===== src/rtl/drive_loader_pkg.sv =====
// Shared types for the drive-circuit configuration loader: write targets, FSM states
// and the FIFO entry layout (default widths).
package drive_loader_pkg;

    typedef enum logic [2:0] {
        TGT_INST_LIST  = 3'd0,
        TGT_INST_TABLE = 3'd1,
        TGT_ENVE       = 3'd2,
        TGT_CALI       = 3'd3,
        TGT_Z_CORR     = 3'd4,
        TGT_SIN_LUT    = 3'd5,
        TGT_COS_LUT    = 3'd6,
        TGT_NCO_FTW    = 3'd7
    } target_e;

    typedef enum logic [1:0] {
        FSM_LOAD  = 2'd0,
        FSM_ARMED = 2'd1,
        FSM_START = 2'd2,
        FSM_RUN   = 2'd3
    } fsm_state_e;

    localparam int unsigned DL_SEL_WIDTH  = 8;
    localparam int unsigned DL_ADDR_WIDTH = 10;
    localparam int unsigned DL_DATA_WIDTH = 32;

    // Layout of a FIFO entry, MSB first; the top packs the same order at any width.
    typedef struct packed {
        logic                     last;
        target_e                  target;
        logic [DL_SEL_WIDTH-1:0]  sel;
        logic [DL_ADDR_WIDTH-1:0] addr;
        logic [DL_DATA_WIDTH-1:0] data;
    } entry_t;

    function automatic int unsigned entry_width(int unsigned sel_w, int unsigned addr_w,
                                                int unsigned data_w);
        return 1 + 3 + sel_w + addr_w + data_w;
    endfunction

endpackage


===== src/rtl/drive_loader_fifo.sv =====
// Synchronous command FIFO with occupancy count, registered not-full flag and empty flag.
module drive_loader_fifo
    import drive_loader_pkg::*;
#(
    parameter int unsigned DEPTH = 8,
    parameter int unsigned WIDTH = 8
) (
    input  logic                     clk,
    input  logic                     rst,
    input  logic                     push,
    input  logic [WIDTH-1:0]         wdata,
    input  logic                     pop,
    output logic [WIDTH-1:0]         rdata,
    output logic [$clog2(DEPTH):0]   count,
    output logic                     ready,
    output logic                     empty
);

    localparam int unsigned PtrW = $clog2(DEPTH);
    localparam logic [PtrW:0] DepthCnt = (PtrW + 1)'(DEPTH);

    logic [WIDTH-1:0] mem_q [DEPTH];
    logic [PtrW-1:0]  wr_ptr_q, wr_ptr_d, rd_ptr_q, rd_ptr_d;
    logic [PtrW:0]    count_q, count_d;
    logic             ready_q, ready_d;
    logic             do_push, do_pop;

    always_comb begin
        // A full FIFO refuses a push even when it pops in the same cycle.
        do_push  = push & ready_q;
        do_pop   = pop & (count_q != '0);
        wr_ptr_d = do_push ? wr_ptr_q + PtrW'(1) : wr_ptr_q;
        rd_ptr_d = do_pop ? rd_ptr_q + PtrW'(1) : rd_ptr_q;
        count_d  = count_q;
        if (do_push && !do_pop) begin
            count_d = count_q + (PtrW + 1)'(1);
        end else if (!do_push && do_pop) begin
            count_d = count_q - (PtrW + 1)'(1);
        end
        ready_d = (count_d != DepthCnt);
    end

    always_ff @(posedge clk) begin
        if (do_push) begin
            mem_q[wr_ptr_q] <= wdata;
        end
    end

    always_ff @(posedge clk or negedge rst) begin
        if (!rst) begin
            wr_ptr_q <= '0;
            rd_ptr_q <= '0;
            count_q  <= '0;
            ready_q  <= 1'b1;
        end else begin
            wr_ptr_q <= wr_ptr_d;
            rd_ptr_q <= rd_ptr_d;
            count_q  <= count_d;
            ready_q  <= ready_d;
        end
    end

    assign rdata = mem_q[rd_ptr_q];
    assign count = count_q;
    assign ready = ready_q;
    assign empty = (count_q == '0);

endmodule


===== src/rtl/drive_loader_scheduler.sv =====
// Host-side drive-circuit configuration sequencer: buffers writes, drains them while the
// drive pipeline is idle, then triggers it. Option: DRIVE_LOADER_AUTO_TRIGGER_EN.
module drive_loader_scheduler
    import drive_loader_pkg::*;
#(
    parameter int unsigned FIFO_DEPTH = 8,
    parameter int unsigned ADDR_WIDTH = 10,
    parameter int unsigned DATA_WIDTH = 32,
    parameter int unsigned SEL_WIDTH  = 8
) (
    input  logic                  clk,
    input  logic                  rst,
    input  logic                  cmd_valid,
    output logic                  cmd_ready,
    input  logic [2:0]            cmd_target,
    input  logic [SEL_WIDTH-1:0]  cmd_sel,
    input  logic [ADDR_WIDTH-1:0] cmd_addr,
    input  logic [DATA_WIDTH-1:0] cmd_data,
    input  logic                  cmd_last,
    input  logic                  run_req,
    input  logic                  drive_active,
    output logic                  trigger,
    output logic [SEL_WIDTH-1:0]  bank_wr_sel,
    output logic [SEL_WIDTH-1:0]  inst_table_wr_sel,
    output logic [SEL_WIDTH-1:0]  nco_ftw_wr_en,
    output logic                  inst_list_wr_en,
    output logic                  inst_table_wr_en,
    output logic                  enve_memory_wr_en,
    output logic                  cali_memory_wr_en,
    output logic                  z_corr_memory_wr_en,
    output logic                  sin_lut_wr_en,
    output logic                  cos_lut_wr_en,
    output logic [ADDR_WIDTH-1:0] wr_addr,
    output logic [DATA_WIDTH-1:0] wr_data,
    output logic [1:0]            state_out
);

    localparam logic [1:0] ST_LOAD  = FSM_LOAD;
    localparam logic [1:0] ST_ARMED = FSM_ARMED;
    localparam logic [1:0] ST_START = FSM_START;
    localparam logic [1:0] ST_RUN   = FSM_RUN;

    localparam int unsigned EntryW  = entry_width(SEL_WIDTH, ADDR_WIDTH, DATA_WIDTH);
    localparam int unsigned OffAddr = DATA_WIDTH;
    localparam int unsigned OffSel  = OffAddr + ADDR_WIDTH;
    localparam int unsigned OffTgt  = OffSel + SEL_WIDTH;
    localparam int unsigned OffLast = OffTgt + 3;

    logic [EntryW-1:0]         push_entry, pop_entry;
    logic [$clog2(FIFO_DEPTH):0] unused_count;
    logic                      fifo_ready, fifo_empty, pop_en, go;
    target_e                   pop_target;
    logic [SEL_WIDTH-1:0]      pop_sel;
    logic                      pop_last, pop_has_sel;

    logic [1:0]            state_q, state_d;
    logic                  trigger_q, trigger_d;
    logic [6:0]            mem_wr_en_q, mem_wr_en_d;
    logic [SEL_WIDTH-1:0]  bank_sel_q, bank_sel_d;
    logic [SEL_WIDTH-1:0]  itab_sel_q, itab_sel_d;
    logic [SEL_WIDTH-1:0]  nco_en_q, nco_en_d;
    logic [ADDR_WIDTH-1:0] wr_addr_q, wr_addr_d;
    logic [DATA_WIDTH-1:0] wr_data_q, wr_data_d;

    assign push_entry = {cmd_last, cmd_target, cmd_sel, cmd_addr, cmd_data};
    assign pop_en     = (state_q == ST_LOAD) & ~fifo_empty;

    drive_loader_fifo #(
        .DEPTH (FIFO_DEPTH),
        .WIDTH (EntryW)
    ) u_fifo (
        .clk   (clk),
        .rst   (rst),
        .push  (cmd_valid),
        .wdata (push_entry),
        .pop   (pop_en),
        .rdata (pop_entry),
        .count (unused_count),
        .ready (fifo_ready),
        .empty (fifo_empty)
    );

    assign pop_target  = target_e'(pop_entry[OffLast-1:OffTgt]);
    assign pop_sel     = pop_entry[OffTgt-1:OffSel];
    assign pop_last    = pop_entry[OffLast];
    assign pop_has_sel = |pop_sel;

`ifdef DRIVE_LOADER_AUTO_TRIGGER_EN
    logic unused_run_req;
    assign unused_run_req = run_req;
    assign go = 1'b1;
`else
    assign go = run_req;
`endif

    always_comb begin
        state_d     = state_q;
        trigger_d   = 1'b0;
        mem_wr_en_d = '0;
        bank_sel_d  = '0;
        itab_sel_d  = '0;
        nco_en_d    = '0;
        wr_addr_d   = wr_addr_q;
        wr_data_d   = wr_data_q;
        case (state_q)
            ST_LOAD: begin
                if (pop_en) begin
                    // An all-zero select is a silent no-op that still closes a batch.
                    if (pop_has_sel) begin
                        wr_addr_d = pop_entry[OffSel-1:OffAddr];
                        wr_data_d = pop_entry[DATA_WIDTH-1:0];
                    end
                    unique case (pop_target)
                        TGT_INST_LIST:  begin mem_wr_en_d[0] = pop_has_sel; bank_sel_d = pop_sel; end
                        TGT_INST_TABLE: begin
                            mem_wr_en_d[1] = pop_has_sel;
                            bank_sel_d     = pop_sel;
                            itab_sel_d     = pop_sel;
                        end
                        TGT_ENVE:       begin mem_wr_en_d[2] = pop_has_sel; bank_sel_d = pop_sel; end
                        TGT_CALI:       begin mem_wr_en_d[3] = pop_has_sel; bank_sel_d = pop_sel; end
                        TGT_Z_CORR:     begin mem_wr_en_d[4] = pop_has_sel; bank_sel_d = pop_sel; end
                        TGT_SIN_LUT:    begin mem_wr_en_d[5] = pop_has_sel; bank_sel_d = pop_sel; end
                        TGT_COS_LUT:    begin mem_wr_en_d[6] = pop_has_sel; bank_sel_d = pop_sel; end
                        TGT_NCO_FTW:    nco_en_d = pop_sel;
                        default:        ;
                    endcase
                    if (pop_last) begin
                        state_d = ST_ARMED;
                    end
                end
            end
            ST_ARMED: begin
                if (go) begin
                    trigger_d = 1'b1;
                    state_d   = ST_START;
                end
            end
            ST_START: if (drive_active) state_d = ST_RUN;
            ST_RUN:   if (!drive_active) state_d = ST_LOAD;
            default:  state_d = ST_LOAD;
        endcase
    end

    always_ff @(posedge clk or negedge rst) begin
        if (!rst) begin
            state_q     <= ST_LOAD;
            trigger_q   <= 1'b0;
            mem_wr_en_q <= '0;
            bank_sel_q  <= '0;
            itab_sel_q  <= '0;
            nco_en_q    <= '0;
            wr_addr_q   <= '0;
            wr_data_q   <= '0;
        end else begin
            state_q     <= state_d;
            trigger_q   <= trigger_d;
            mem_wr_en_q <= mem_wr_en_d;
            bank_sel_q  <= bank_sel_d;
            itab_sel_q  <= itab_sel_d;
            nco_en_q    <= nco_en_d;
            wr_addr_q   <= wr_addr_d;
            wr_data_q   <= wr_data_d;
        end
    end

    assign cmd_ready           = fifo_ready;
    assign trigger             = trigger_q;
    assign bank_wr_sel         = bank_sel_q;
    assign inst_table_wr_sel   = itab_sel_q;
    assign nco_ftw_wr_en       = nco_en_q;
    assign inst_list_wr_en     = mem_wr_en_q[0];
    assign inst_table_wr_en    = mem_wr_en_q[1];
    assign enve_memory_wr_en   = mem_wr_en_q[2];
    assign cali_memory_wr_en   = mem_wr_en_q[3];
    assign z_corr_memory_wr_en = mem_wr_en_q[4];
    assign sin_lut_wr_en       = mem_wr_en_q[5];
    assign cos_lut_wr_en       = mem_wr_en_q[6];
    assign wr_addr             = wr_addr_q;
    assign wr_data             = wr_data_q;
    assign state_out           = state_q;

endmodule


===== config.mk =====
export PLATFORM = sky130hd
export DESIGN_NAME = drive_loader_scheduler
export DESIGN_NICKNAME = d
export VERILOG_FILES = /design/src/rtl/drive_loader_pkg.sv /design/src/rtl/drive_loader_fifo.sv /design/src/rtl/drive_loader_scheduler.sv
export SDC_FILE = /design/constraint.sdc
export NUM_CORES = 1
export LEC_CHECK = 0
export BUFFER_PORTS_ARGS = -buffer_cell sky130_fd_sc_hd__buf_2
export CORE_AREA = 2 2 193 195
export CTS_BUF_LIST = sky130_fd_sc_hd__clkbuf_8
export CTS_CLUSTER_DIAMETER = 30
export CTS_CLUSTER_SIZE = 16
export DETAILED_ROUTE_END_ITERATION = 16
export DIE_AREA = 0 0 195 197
export PLACE_DENSITY = 0.75
export SLEW_MARGIN = 20
export SYNTH_ARGS = -nofsm -noshare
export SYNTH_HDL_FRONTEND = slang
export SYNTH_SLANG_ARGS = --single-unit

===== constraint.sdc =====
create_clock -name clk -period 5.35 [get_ports clk]
set_clock_uncertainty 0.2 [all_clocks]
set_input_delay 0.8025 -clock clk [delete_from_list [all_inputs] [get_ports clk]]
set_output_delay 0.8025 -clock clk [all_outputs]
set_load 0.01 [all_outputs]

==> Yosys cells after proc, flatten, opt, wreduce, memory -nomap -nowiden <==
Memories as Yosys holds them, arrays and structs flattened.
Cells that the tools add are included.
{ "totals": {"ram_bits": 432, "wordCells": 79, "n_memories": 1, "in_bits": 59, "regBits": 87} }
{ "memory_table": {"columns": ["name", "depth", "word_bits", "read_ports", "rd_ports_with_merged_regs", "wr", "line", "text"], "rows": [
  ["u_fifo.mem_q", 8, 54, 1, 0, 1, "drive_loader_fifo.sv:22", "logic [WIDTH-1:0] mem_q [DEPTH];"]
]} }
{ "op_classes": {"n_reduce_logical": 12, "bitwise": 4, "add_sub_neg": 4, "eq_ne": 16, "muxes": 30} }
{ "op_table": {"columns": ["op", "count"], "rows": [
  ["$mux 8", 9],
  ["$mux 7", 2],
  ["$eq 3x3->1 const B", 4],
  ["$mux 1", 11],
  ["$mux 2", 5],
  ["$mux 4", 2],
  ["$ne 2x2->1 const B", 4],
  ["$pmux 2 s4", 1],
  ["$reduce_or 8->1", 1],
  ["$reduce_or 7->1", 1],
  ["$add 3x1->3 const B", 2],
  ["$eq 3x2->1 const B", 2],
  ["$reduce_and 5->1", 1],
  ["$add 4x1->4 const B", 1],
  ["$eq 2x2->1 const B", 2],
  ["$logic_not 4->1", 1],
  ["$ne 4x4->1 const B", 1],
  ["$reduce_bool 4->1", 1],
  ["$sub 4x1->4 const B", 1],
  ["$and 1x1->1", 3],
  ["$eq 3x1->1 const B", 1],
  ["$logic_not 3->1", 1],
  ["$reduce_and 3->1", 1],
  ["$eq 2x1->1 const B", 1],
  ["5 further kinds", 7]
]} }

==> Depth between registers and ports, before layout <==
Gate-level depths: netlist of run 1.
{ "depth": {"word_depth": 8, "mapped_depth": 9} }

==> By module <==
From an unflattened synthesis of run 1, not the netlist that was laid out.
{ "hier_totals": {"hier_cells": 886, "area_unflattened_um2": 19745.2} }
{ "modules_own_cells": {"columns": ["mod", "n_inst", "area_per_inst_um2", "seq_area_each_um2", "cells_per_inst"], "rows": [
  ["drive_loader_fifo", 1, 16889.9, 13249.0, 698],
  ["drive_loader_scheduler", 1, 2855.2, 1901.8, 188]
]} }

==> Worst setup path after synthesis of run 1 <==
No wires, ideal clock.
{ "synth_path": {"path_type": "input -> register", "from": "in cmd_valid", "to": "mem u_fifo.mem_q[0][0] (netlist name), enable pin", "slack_ps": -368, "stages": 4, "n_path_buf": 1, "arrival_ps": 4986, "required_ps": 4618, "cell_sequence": "and2_1 clkbuf_1 nand2b_1 nor3_1"} }
{ "synth_between": {"elab_chain_cells": 3} }
{ "synth_lines": {"columns": ["element", "line", "text"], "rows": [
  ["from (decl)", "drive_loader_scheduler.sv:13", "input logic cmd_valid,"],
  ["$and 1x1->1", "drive_loader_fifo.sv:30", "do_push = push & ready_q;"],
  ["$mux 1", "drive_loader_fifo.sv:44", "if (do_push) begin"],
  ["$mux 1 (implied by the code)", "drive_loader_fifo.sv:45", "mem_q[wr_ptr_q] <= wdata;"],
  ["to (decl)", "drive_loader_fifo.sv:22", null]
]} }
Every way passes these cells.

==> Final worst setup path of run 1 <==
{ "layout_path": {"from": "reg u_fifo.rd_ptr_q[0]", "to": "reg wr_data_q[17] (netlist: wr_data[17])"} }
{ "layout_between": {"elab_chain_cells": 3} }
{ "layout_lines": {"columns": ["element", "line", "text"], "rows": [
  ["from (decl)", "drive_loader_fifo.sv:23", "logic [PtrW-1:0] wr_ptr_q, wr_ptr_d, rd_ptr_q, rd_ptr_d;"],
  ["from (signal assigned)", "drive_loader_fifo.sv:57", "rd_ptr_q <= rd_ptr_d;"],
  ["$mem_v2 8x54 *", null, null],
  ["$reduce_or 8->1", "drive_loader_scheduler.sv:86", "assign pop_has_sel = |pop_sel;"],
  ["$reduce_and 3->1 (no source line)", null, null],
  ["to (signal assigned)", "drive_loader_scheduler.sv:163", "wr_data_q <= wr_data_d;"],
  ["to (decl)", "drive_loader_scheduler.sv:63", "logic [DATA_WIDTH-1:0] wr_data_q, wr_data_d;"]
]} }
Every way passes the cells marked *; elsewhere a longest branch is shown, timed or not.
A chain may end at the register's enable or synchronous reset.

==> results of run 1 <==
==> flip-flops by register name (all words and copies together), names as in the netlist <==
register	count
bank_wr_sel	8
inst_table_wr_sel	8
mem_wr_en_q	7
nco_ftw_wr_en	8
state_out	2
trigger	1
u_fifo.count	4
u_fifo.mem_q	432
u_fifo.rd_ptr_q	3
u_fifo.ready	1
u_fifo.wr_ptr_q	3
wr_addr	10
wr_data	32
==> critical path, cell delays in order (launching register included) <==
cell and delay (ns):
dfrtp_4 0.67, buf_4 0.57, mux4_1 0.66, mux2_2 0.31
or4_4 0.44, o21a_4 0.52, mux2_4 0.43
==> power groups by stage <==
stage          Sequential (mW)  Combinational (mW)  Clock, mW
3_5_place_dp              5.76                3.73          0
3_3_place_gp              5.73                3.64          0
2_1_floorplan             5.64                2.78          0
5_1_grt                   5.75                3.96       4.24
6_report                  5.68                3.66       3.97
4_1_cts                   5.69                3.74       4.05
==> cell type report <==
cell class	instances	area share (%)
flip-flops and latches	519	65.6
multi-input cells	316	19.2
clock buffers	92	5.48
clock inverters	73	3.35
well taps	468	2.53
repair buffers	153	3.74
diodes	2	0.0217
inverters	5	0.0812
==> per-layer routing <==
layer  routed length (µm)  vias up  track usage (%)
met2                18600      242             32.6
li1                     -     4017                -
met4                  593        8             6.70
met3                 1960       56             4.53
met1                16400     4863             27.6
met5                   45        -                0
==> path summary, 6_finish.rpt <==
| check | startpoint | endpoint | slack [ns] | depth (start not counted) |
|---|---|---|---|---|
| worst min register to register | wr_data[24] | wr_data[24] | 0.30 | 1 |
| max in group asynchronous | rst | u_fifo.rd_ptr_q[0] | 3.83 | 2 |
| worst max-delay path | u_fifo.rd_ptr_q[0] | wr_data[17] | 1.36 | 6 |
| worst min-delay path | rst | nco_ftw_wr_en[4] | 0.09 | 1 |
| worst max register to register | u_fifo.rd_ptr_q[0] | wr_data[17] | 1.36 | 6 |
| min in group clk | run_req | trigger | 0.23 | 2 |
==> through the flow <==
stage,utilization (%),cells,power (mW),setup WS (ns)
after floorplan,-,880,8.42,1.09
after global placement,58.1,1461,9.37,1.38
after detailed placement,58.1,1461,9.49,1.33
after CTS,63.7,1626,13.5,1.30
after global routing,63.7,1626,13.9,1.21
final,63.7,1628,13.3,1.36
==> logic make-up after synthesis <==
| family | after synthesis |
|---|---|
| buffers and inverters | 45 |
| AOI/OAI and AO/OA | 7 |
| muxes | 209 |
| and+or+nand+nor | 83 |
| xor gates and xnor gates | 7 |
| adders and majority gates | 10 |
| DFF | 519 |
==> cell usage in the layout (no fill, tap or decap), drive strengths merged, types with 3 or more instances in the layout <==
| cell type | count |
|---|---|
| nor3 | 4 |
| edfxtp | 432 |
| mux2 | 95 |
| bufinv | 10 |
| dfrtp | 86 |
| clkinv | 22 |
| xnor2 | 6 |
| nand2 | 24 |
| clkbuf | 92 |
| ha | 8 |
| mux2i | 6 |
| nand2b | 4 |
| and2 | 3 |
| mux4 | 108 |
| buf | 153 |
| nor2 | 39 |
| inv | 34 |
| clkinvlp | 12 |
==> summary.md, run 1 <==
| Metric | Value |
|---|---|
| Status | `finished clean` |
| Setup Crit Path Kind | `reg2reg` |
| Main combinational cell family by area after synthesis | `multiplexers` |
| Tot GR Track Use | `20.1%` |
| Die width | `195 µm` |
| Post-CTS setup buffer count | `0` |
| First-pass GRT wire length | `57,300 µm` |
| CP arrival | `4.28 ns` |
| RSZ-0062 raised after global routing | `no` |
| WL/cell | `23.1 µm` |
| Total grt overflow | `0` |
| Top cells by area, synth | `edfxtp_1 (66%), dfrtp_1 (11%), mux4_2 (11%)` |
| Compound-Gate Fraction of Synth Area | `0.247%` |
| Cell taking the most area after synthesis | `edfxtp_1` |
| Initial DRC Count | `537` |
| DRC Markers | `0` |
| XOR/XNOR Fraction of Synth Area | `0.310%` |
| Max FO, Critical Path | `42` |
| Setup tns final | `0 ns` |
| Min-delay worst type | `in2async` |
| Sequential share of power | `42.7%` |
| Total Wirelength | `37,600 µm` |
| Register area share after synthesis | `76.6%` |
| Final Slew Violations | `0` |
| Final Hold Fails | `0` |
| Synth Area per Inst | `22.5 µm²` |
| Number of global-route vias before repair | `9,689` |
| Final setup vio count | `0` |
| Final instance area | `0.0231 mm²` |
| Clk network pwr share | `29.8%` |
| Mux cell area share after synthesis | `19.0%` |
| Post-Synthesis Cells | `880` |
| Core ar. | `0.0363 mm²` |
| Critical Path End Type | `flip-flop` |
| H-tree depth | `3` |
| Synth warnings | `0` |
| Logic pwr share | `27.5%` |
| Minimum clock period | `3.99 ns` |
| IO Pins | `136` |
| Critical Path Source Type | `flip-flop` |
| Die area | `0.0384 mm²` |
| Share of flip-flops with an asynchronous set or reset | `16.8%` |
| Post-synth EDFFs | `432` |
| Netlist Area Pre-Place | `0.0198 mm²` |
| CTS tree | `built` |
| Gpl congestion | `0.760` |
| Post-synthesis simple-gate area fraction | `1.86%` |
| Unique masters post-synth | `36` |
| Sw Ratio | `29.8%` |
| Pwr Density | `575 mW/mm²` |
| CTS buffer count | `88` |
| Main synth FF type | `edfxtp_1` |
| P_sw | `3.97 mW` |
| Vias per cell | `5.64` |
| Post_cts resized | `0` |
| Register area | `0.0152 mm²` |
| Area overhead of the layout relative to synthesis | `16.8%` |
| Pint | `9.33 mW` |
| Synth Net Count | `947` |
| Port Buffers | `135` |
| Layout cells sized above 1 | `44.4%` |
| Area occupied by multi-input gates | `0.00444 mm²` |
| Slew headroom | `24.9%` |
| CTS max path bufs | `3` |
| Root buffer cell | `clkbuf_8` |
| Max-cap viol count | `0` |
| List of most frequent post-synthesis cells | `edfxtp_1 (432), mux4_2 (94), dfrtp_1 (86), mux2_2 (55), mux2_4 (40)` |
| Pin count of the biggest net entering global routing | `63` |
| Fill count | `2,402` |
| Via count | `9,186` |
| Clock Latency Late Sink | `0.64 ns` |
| Flops & latches, synth | `519` |
| Worst vdd ir | `268 µV` |
| Die height | `197 µm` |
| Worst slew pin tran | `1.12 ns` |
| Leakage power | `8.27 nW` |
| Initial core utilization | `54.6%` |
| Hold-fix buffers at CTS | `0` |
| Fmax | `251 MHz` |
| Antenna violations before repair | `5` |
| Synth Area in Adders | `0.607%` |
| Count leader, synth | `edfxtp_1` |
| Synth top area share | `65.6%` |
| Hold slack | `0.0882 ns` |
| Row count | `70` |
| Final ANT Viol Nets | `0` |
| Final nets | `1,150` |
| CTS clk-pin slew, worst paths | `0.08 ns` |
| Area after DPL | `0.0211 mm²` |
| Worst path required time | `5.65 ns` |
| Clock sink count | `519` |
| HPWL after detailed placement | `20,300 µm` |
| First-pass iteration count of the detailed router | `5` |
| Final worst path period share | `74.5%` |
Note: power is estimated with default switching activity, not from simulation.
==> run 2, diff against run 1 <==
--- a/config.mk
+++ b/config.mk
@@ -12,7 +12,7 @@
 export CTS_CLUSTER_SIZE = 16
 export DETAILED_ROUTE_END_ITERATION = 16
 export DIE_AREA = 0 0 195 197
-export PLACE_DENSITY = 0.75
+export PLACE_DENSITY = 0.72
 export SLEW_MARGIN = 20
 export SYNTH_ARGS = -nofsm -noshare
 export SYNTH_HDL_FRONTEND = slang
==> constraint.sdc (replaced) <==
create_clock -name clk -period 4 [get_ports clk]
set_clock_uncertainty 0.2 [all_clocks]
set_input_delay 0.6 -clock clk [delete_from_list [all_inputs] [get_ports clk]]
set_output_delay 0.6 -clock clk [all_outputs]
set_load 0.01 [all_outputs]
==> run 2 against run 1 <==
  * Non-clock buffer count increased by 51
  * Global-route usage grew 0.64 points
  * Sequential power is 33% higher
  * Critical endpoint is now wr_data[27]
==> summary.md, run 2 (synthesis gave the netlist of run 1 again) <==
| Metric | Value |
|---|---|
| Status | `finished clean` |
| Critical Path Source Type | `flip-flop` |
| Setup tns final | `0 ns (unchanged)` |
| Root buffer cell | `clkbuf_8` |
| WL/cell | `22.8 µm (-1.2%)` |
| Vias per cell | `5.57 (-1.2%)` |
| Die area | `0.0384 mm² (unchanged)` |
| Crit path cell chain | `mux4_1 > mux2_2 > or4_1 > o21a_4 > mux2_4` |
| Register area | `0.0152 mm² (unchanged)` |
| Layout Utilization | `65.0% (+1.3 points)` |
| Final setup vio count | `0 (unchanged)` |
| Core ar. | `0.0363 mm² (unchanged)` |
| Biggest register | `u_fifo.mem_q` |
| Worst slew pin tran | `1.09 ns (-0.0291 ns)` |
| Max-cap viol count | `0 (unchanged)` |
| Hold Crit Depth | `1` |
| Die width | `195 µm (unchanged)` |
| CTS tree | `built` |
| Tot GR Track Use | `20.8% (+0.64 points)` |
| Final ANT Viol Nets | `0 (unchanged)` |
| Die height | `197 µm (unchanged)` |
| Worst vdd ir | `489 µV (+82%)` |
| Port Buffers | `135 (unchanged)` |
| Min-delay worst type | `in2reg` |
| HPWL after detailed placement | `20,900 µm (+2.7%)` |
| Setup Crit Path Kind | `reg2reg` |
| RSZ-0062 raised after global routing | `no` |
| Final worst path period share | `89.7% (+15 points)` |
| Final worst slack | `0.411 ns (-0.953 ns)` |
| Slowest CP cell | `dfrtp_4` |
| Reg2Reg Launch Point | `u_fifo.rd_ptr_q[0]` |
| Row count | `70 (unchanged)` |
| CP arrival | `3.89 ns (-0.39 ns)` |
| Fmax | `279 MHz (+11%)` |
| Minimum clock period | `3.59 ns (-0.397 ns)` |
| Gpl congestion | `0.753 (-0.91%)` |
| Via count | `9,381 (+2.1%)` |
| Leakage power | `8.48 nW (+2.5%)` |
| Slew headroom | `27.0% (+2.1 points)` |
| CTS clk-pin slew, worst paths | `0.06 ns (-0.02 ns)` |
| Fill count | `2,414 (+0.50%)` |
| Clk network pwr share | `28.9% (-0.9 points)` |
| Pin count of the biggest net entering global routing | `85 (+35%)` |
| First-pass GRT wire length | `58,900 µm (+2.9%)` |
| P_sw | `5.26 mW (+32%)` |
| Layout cells sized above 1 | `42.4% (-2.0 points)` |
| Worst R2R Path Depth | `5 (-1)` |
| Logic pwr share | `28.3% (+0.8 points)` |
| Buf+Inv Stages, Crit Path | `0 (-1)` |
| CTS buffer count | `89 (+1.1%)` |
| Final nets | `1,202 (+4.5%)` |
| RR Endpoint | `wr_data[27]` |
| Hold path startpoint | `cmd_addr[6]` |
| Sequential share of power | `42.8% (about the same)` |
| Post_cts resized | `0 (unchanged)` |
| Pint | `12.4 mW (+33%)` |
| Area occupied by multi-input gates | `0.00444 mm² (unchanged)` |
| Max FO, Critical Path | `42 (unchanged)` |
| Clock Latency Late Sink | `0.65 ns (about the same)` |
| Clock sink count | `519 (unchanged)` |
| Max reg flops | `432 (unchanged)` |
| Final Hold Fails | `0 (unchanged)` |
| Worst slack at placement | `0.413 ns (-0.921 ns)` |
| Most frequent cells in the layout | `edfxtp_1 (432), buf_2 (134), clkbuf_8 (96)` |
| Initial core utilization | `54.6% (unchanged)` |
| Max incr delay on CP | `0.69 ns (+0.02 ns)` |
| R2r setup slk | `0.41 ns (-0.95 ns)` |
| CTS max path bufs | `3 (unchanged)` |
| H-tree depth | `3 (unchanged)` |
| Crit-path leading delay family | `multiplexers` |
| Endpoint, Worst Hold | `u_fifo.mem_q[4][38]` |
| Number of global-route vias before repair | `9,933 (+2.5%)` |
| Total Wirelength | `38,400 µm (+2.1%)` |
| Final Slew Violations | `0 (unchanged)` |
| Worst path required time | `4.30 ns (-1.35 ns)` |
| Pwr Density | `750 mW/mm² (+30%)` |
| Critical Path End Type | `flip-flop` |
| IO Pins | `136 (unchanged)` |
| Total grt overflow | `0 (unchanged)` |
| First-pass iteration count of the detailed router | `5 (unchanged)` |
| Most common library cell in the layout ignoring fill and taps | `edfxtp_1` |
| Antenna violations before repair | `3 (-2)` |
| DRC Markers | `0 (unchanged)` |
| Sw Ratio | `29.7% (-0.11 points)` |
| Area overhead of the layout relative to synthesis | `19.2%` |
| Initial DRC Count | `593 (+10%)` |
run 2: cell types whose count changed in the layout (fill, tap and decap cells not counted), sizes merged, moves of 3 or more:
cell / before / now
dlygate4sd3: 0 / 45
clkinvlp: 12 / 16
clkbuf: 92 / 96
clkinv: 22 / 25
buf: 153 / 159
inv: 34 / 27
run 2: area by class of cell:
type,instances,share of cell area [%]
inverter,5,0.0796
antenna,4,0.0425
clock buffer,96,5.60
tap,468,2.48
multi-input combinational,316,18.8
timing repair buffer,204,5.87
clock inverter,71,2.79
sequential,519,64.3
run 2: repair_timing:
item	in CTS	in global routing
endpoints found under the hold margin	368	0
hold buffers	45	0
buffers inserted	0	0
run 2: metal layers:
| metal | global-route usage [%] | wire (µm) | vias up |
|---|---|---|---|
| met5 | 0 | 0 | - |
| met4 | 7.21 | 810 | 0 |
| met3 | 4.16 | 2020 | 71 |
| met2 | 34.6 | 19400 | 286 |
| met1 | 27.8 | 16100 | 4896 |
| li1 | - | - | 4128 |
run 2: worst max path at each step:
stage	from	to	slack (ns)	cells after the start
after floorplan	cmd_valid	u_fifo.mem_q[2][0]	-0.05	4
after global placement	u_fifo.rd_ptr_q[0]	wr_data[14]	0.45	5
after detailed placement	u_fifo.rd_ptr_q[0]	wr_data[4]	0.41	5
after CTS	u_fifo.rd_ptr_q[0]	wr_data[24]	0.37	5
after global routing	u_fifo.rd_ptr_q[0]	wr_data[27]	0.30	5
final	u_fifo.rd_ptr_q[0]	wr_data[27]	0.41	5
run 2: stage by stage:
| stage | instance area, µm² | instances | hold slack (ns) | total power [mW] |
|---|---|---|---|---|
| global placement | 21100 | 1467 | 0.288 | 12.6 |
| CTS | 23600 | 1679 | 0.00104 | 17.9 |
| floorplan | 19800 | 880 | 0.104 | 11.3 |
| finish | 23600 | 1683 | 0.0519 | 17.7 |
| detailed placement | 21100 | 1467 | 0.282 | 12.7 |
| global route | 23600 | 1682 | 0.0320 | 18.5 |
run 2: power by group through the flow:
stage	Clock [mW]	Combinational [mW]	Sequential (mW)
floorplan	0	3.72	7.55
global placement	0	4.95	7.64
detailed placement	0	5.04	7.68
CTS	5.23	5.09	7.59
global route	5.46	5.39	7.68
finish	5.11	5.00	7.58
==> run 3, diff against run 2 <==
--- a/config.mk
+++ b/config.mk
@@ -13,6 +13,7 @@
 export DETAILED_ROUTE_END_ITERATION = 16
 export DIE_AREA = 0 0 195 197
 export PLACE_DENSITY = 0.72
+export SETUP_SLACK_MARGIN = 0.5
 export SLEW_MARGIN = 20
 export SYNTH_ARGS = -nofsm -noshare
 export SYNTH_HDL_FRONTEND = slang
==> constraint.sdc (replaced) <==
create_clock -name clk -period 4.5 [get_ports clk]
set_clock_uncertainty 0.2 [all_clocks]
set_input_delay 0.675 -clock clk [delete_from_list [all_inputs] [get_ports clk]]
set_output_delay 0.675 -clock clk [all_outputs]
set_load 0.01 [all_outputs]
==> run 3 against run 2 <==
  * Largest cell class unchanged
  * First-iteration DRC count up 1.5%
  * Highest routed layer is now met5
  * Sequential power down 11%
  * Routed wire length down 0.40%
  * Hold slack better by 0.017 ns
  * Combinational power down 12%
  * Maximum frequency about the same
  * Core utilization down 0.62 points
  * Via count down 1.9%
  * Non-clock buffer count down 48
  * Sequential share of layout area up 0.62 points
==> summary.md, run 3 (synthesis gave the netlist of run 1 again) <==
| Metric | Value |
|---|---|
| Endpoint, Worst Hold | `trigger` |
| CTS clk-pin slew, worst paths | `0.06 ns (about the same)` |
| Tot Pwr | `16.2 mW (-8.5%)` |
| Die area | `0.0384 mm² (unchanged)` |
| Die width | `195 µm (unchanged)` |
| Setup tns final | `0 ns (unchanged)` |
| Antenna violations before repair | `7 (+4)` |
| Hold Crit Depth | `2 (+1)` |
| Fill count | `2,424 (+0.41%)` |
| Slew headroom | `26.5% (-0.59 points)` |
| Leakage power | `8.41 nW (-0.83%)` |
| Hold path startpoint | `run_req` |
| Final setup vio count | `0 (unchanged)` |
| Area overhead of the layout relative to synthesis | `18.0%` |
| CTS buffer count | `94 (+5.6%)` |
| Register area | `0.0152 mm² (unchanged)` |
| Root buffer cell | `clkbuf_8` |
| First-pass GRT wire length | `57,800 µm (-2.0%)` |
| Initial core utilization | `54.6% (unchanged)` |
| Min-delay worst type | `in2reg` |
| Max-cap viol count | `0 (unchanged)` |
| Critical Path End Type | `flip-flop` |
| Pin count of the biggest net entering global routing | `67 (-21%)` |
| Crit path cell chain | `mux4_1 > mux2_2 > or4_1 > o21a_4 > mux2_4` |
| Vias per cell | `5.60 (+0.44%)` |
| Setup Crit Path Kind | `reg2reg` |
| Worst R2R Path Depth | `5 (unchanged)` |
| Gpl congestion | `0.753 (about the same)` |
| Most frequent cells in the layout | `edfxtp_1 (432), buf_2 (134), clkbuf_8 (100)` |
| First-pass iteration count of the detailed router | `5 (unchanged)` |
| Worst slew pin tran | `1.10 ns (+0.00889 ns)` |
| Tot GR Track Use | `20.5% (-0.23 points)` |
| Status | `finished clean` |
| Final Slew Violations | `0 (unchanged)` |
| Via count | `9,204 (-1.9%)` |
| Die height | `197 µm (unchanged)` |
| Biggest register | `u_fifo.mem_q` |
| Area occupied by multi-input gates | `0.00444 mm² (unchanged)` |
| Max reg flops | `432 (unchanged)` |
| Inst Count DP | `1,463 (-0.27%)` |
| Post-CTS setup buffer count | `0 (unchanged)` |
| WL/cell | `23.3 µm (+2.0%)` |
| Worst vdd ir | `396 µV (-19%)` |
| Worst path required time | `4.80 ns (+0.50 ns)` |
| IO Pins | `136 (unchanged)` |
| Core ar. | `0.0363 mm² (unchanged)` |
| Clock Latency Late Sink | `0.65 ns (about the same)` |
| Slowest CP cell | `dfrtp_4` |
| H-tree depth | `3 (unchanged)` |
| Total grt overflow | `0 (unchanged)` |
| Most common library cell in the layout ignoring fill and taps | `edfxtp_1` |
| Final Hold Fails | `0 (unchanged)` |
| Port Buffers | `135 (unchanged)` |
| Total Wirelength | `38,200 µm (-0.40%)` |
| Final nets | `1,159 (-3.6%)` |
| RSZ-0062 raised after global routing | `no` |
| Layout cells sized above 1 | `44.0% (+1.7 points)` |
| R2r setup slk | `0.91 ns (+0.50 ns)` |
| Max incr delay on CP | `0.67 ns (-0.02 ns)` |
| Critical Path Source Type | `flip-flop` |
| Fmax | `279 MHz (about the same)` |
| GR met3 Demand/Resource | `5.25% (+1.1 points)` |
| DRC Markers | `0 (unchanged)` |
| HPWL after detailed placement | `20,800 µm (-0.44%)` |
| GRT Max-Usage Layer | `met2` |
| Max FO, Critical Path | `42 (unchanged)` |
| Clock sink count | `519 (unchanged)` |
| Reg2Reg Launch Point | `u_fifo.rd_ptr_q[0]` |
| CP arrival | `3.89 ns (about the same)` |
| Post_cts resized | `0 (unchanged)` |
| Final ANT Viol Nets | `0 (unchanged)` |
| Met1 usage | `27.3% (-0.55 points)` |
| Initial DRC Count | `602 (+1.5%)` |
| Minimum clock period | `3.59 ns (-0.00207 ns)` |
| GRT met2 Usage | `34.0% (-0.58 points)` |
| Pwr Density | `693 mW/mm² (-7.6%)` |
| Number of global-route vias before repair | `9,698 (-2.4%)` |
| RR Endpoint | `wr_data[26]` |
| Final worst path period share | `79.7% (-10 points)` |
| CTS tree | `built` |
| Row count | `70 (unchanged)` |
| Post-Layout Cell Count | `1,644 (-2.3%)` |
| CTS max path bufs | `3 (unchanged)` |
==> run 3: layer usage <==
layer / wire length (µm) / vias to the layer above
met5: 36 / -
met4: 617 / 8
met3: 2340 / 67
met2: 19100 / 279
met1: 16100 / 4816
li1: - / 4034
==> run 3: report_power, final <==
| part | leakage [nW] | internal (mW) | switching [mW] | total, mW |
|---|---|---|---|---|
| Clock | 1.15 | 3.00 | 2.03 | 5.03 |
| Sequential | 5.01 | 6.21 | 0.527 | 6.74 |
| Combinational | 2.26 | 2.29 | 2.12 | 4.41 |
| Total | 8.41 | 11.5 | 4.68 | 16.2 |
==> run 3: area by class of cell <==
type	count	area share, %
sequential	519	64.9
tap	468	2.51
multi-input combinational	316	19.0
inverter	5	0.0804
antenna	4	0.0429
clock inverter	76	3.57
timing repair buffer	156	3.97
clock buffer	100	5.89
==> run 3: how the worst max path moves through the flow <==
stage                  startpoint                 end
5_1_grt        u_fifo.rd_ptr_q[0]         wr_data[31]
4_1_cts        u_fifo.rd_ptr_q[0]         wr_data[26]
6_report       u_fifo.rd_ptr_q[0]         wr_data[26]
3_3_place_gp   u_fifo.rd_ptr_q[0]         wr_data[18]
2_1_floorplan           cmd_valid  u_fifo.mem_q[2][0]
3_5_place_dp   u_fifo.rd_ptr_q[0]         wr_data[27]
==> run 3: worst max-delay path: cells and delay by family (launching register included) <==
kind,cells,cell delay [ns]
AO/OA/AOI/OAI,1,0.52
multiplexers,3,1.35
AND/OR/NAND/NOR,1,0.59
flip-flops,1,0.67
==> run 3: repair_timing <==
action | in CTS | in global routing
setup endpoints to repair | 0 | 0
hold buffers | 1 | 0
hold endpoints to repair | 40 | 0
==> run 3: stage by stage <==
step / hold slack, ns / setup slack (ns) / area (µm²) / util (%)
2_1_floorplan: 0.179 / 0.372 / 19800 / -
3_3_place_gp: 0.294 / 1.00 / 21100 / 58.2
3_5_place_dp: 0.293 / 0.987 / 21100 / 58.2
4_1_cts: 0.0245 / 0.936 / 23300 / 64.4
5_1_grt: 0.0380 / 0.831 / 23300 / 64.4
6_report: 0.0691 / 0.913 / 23300 / 64.4
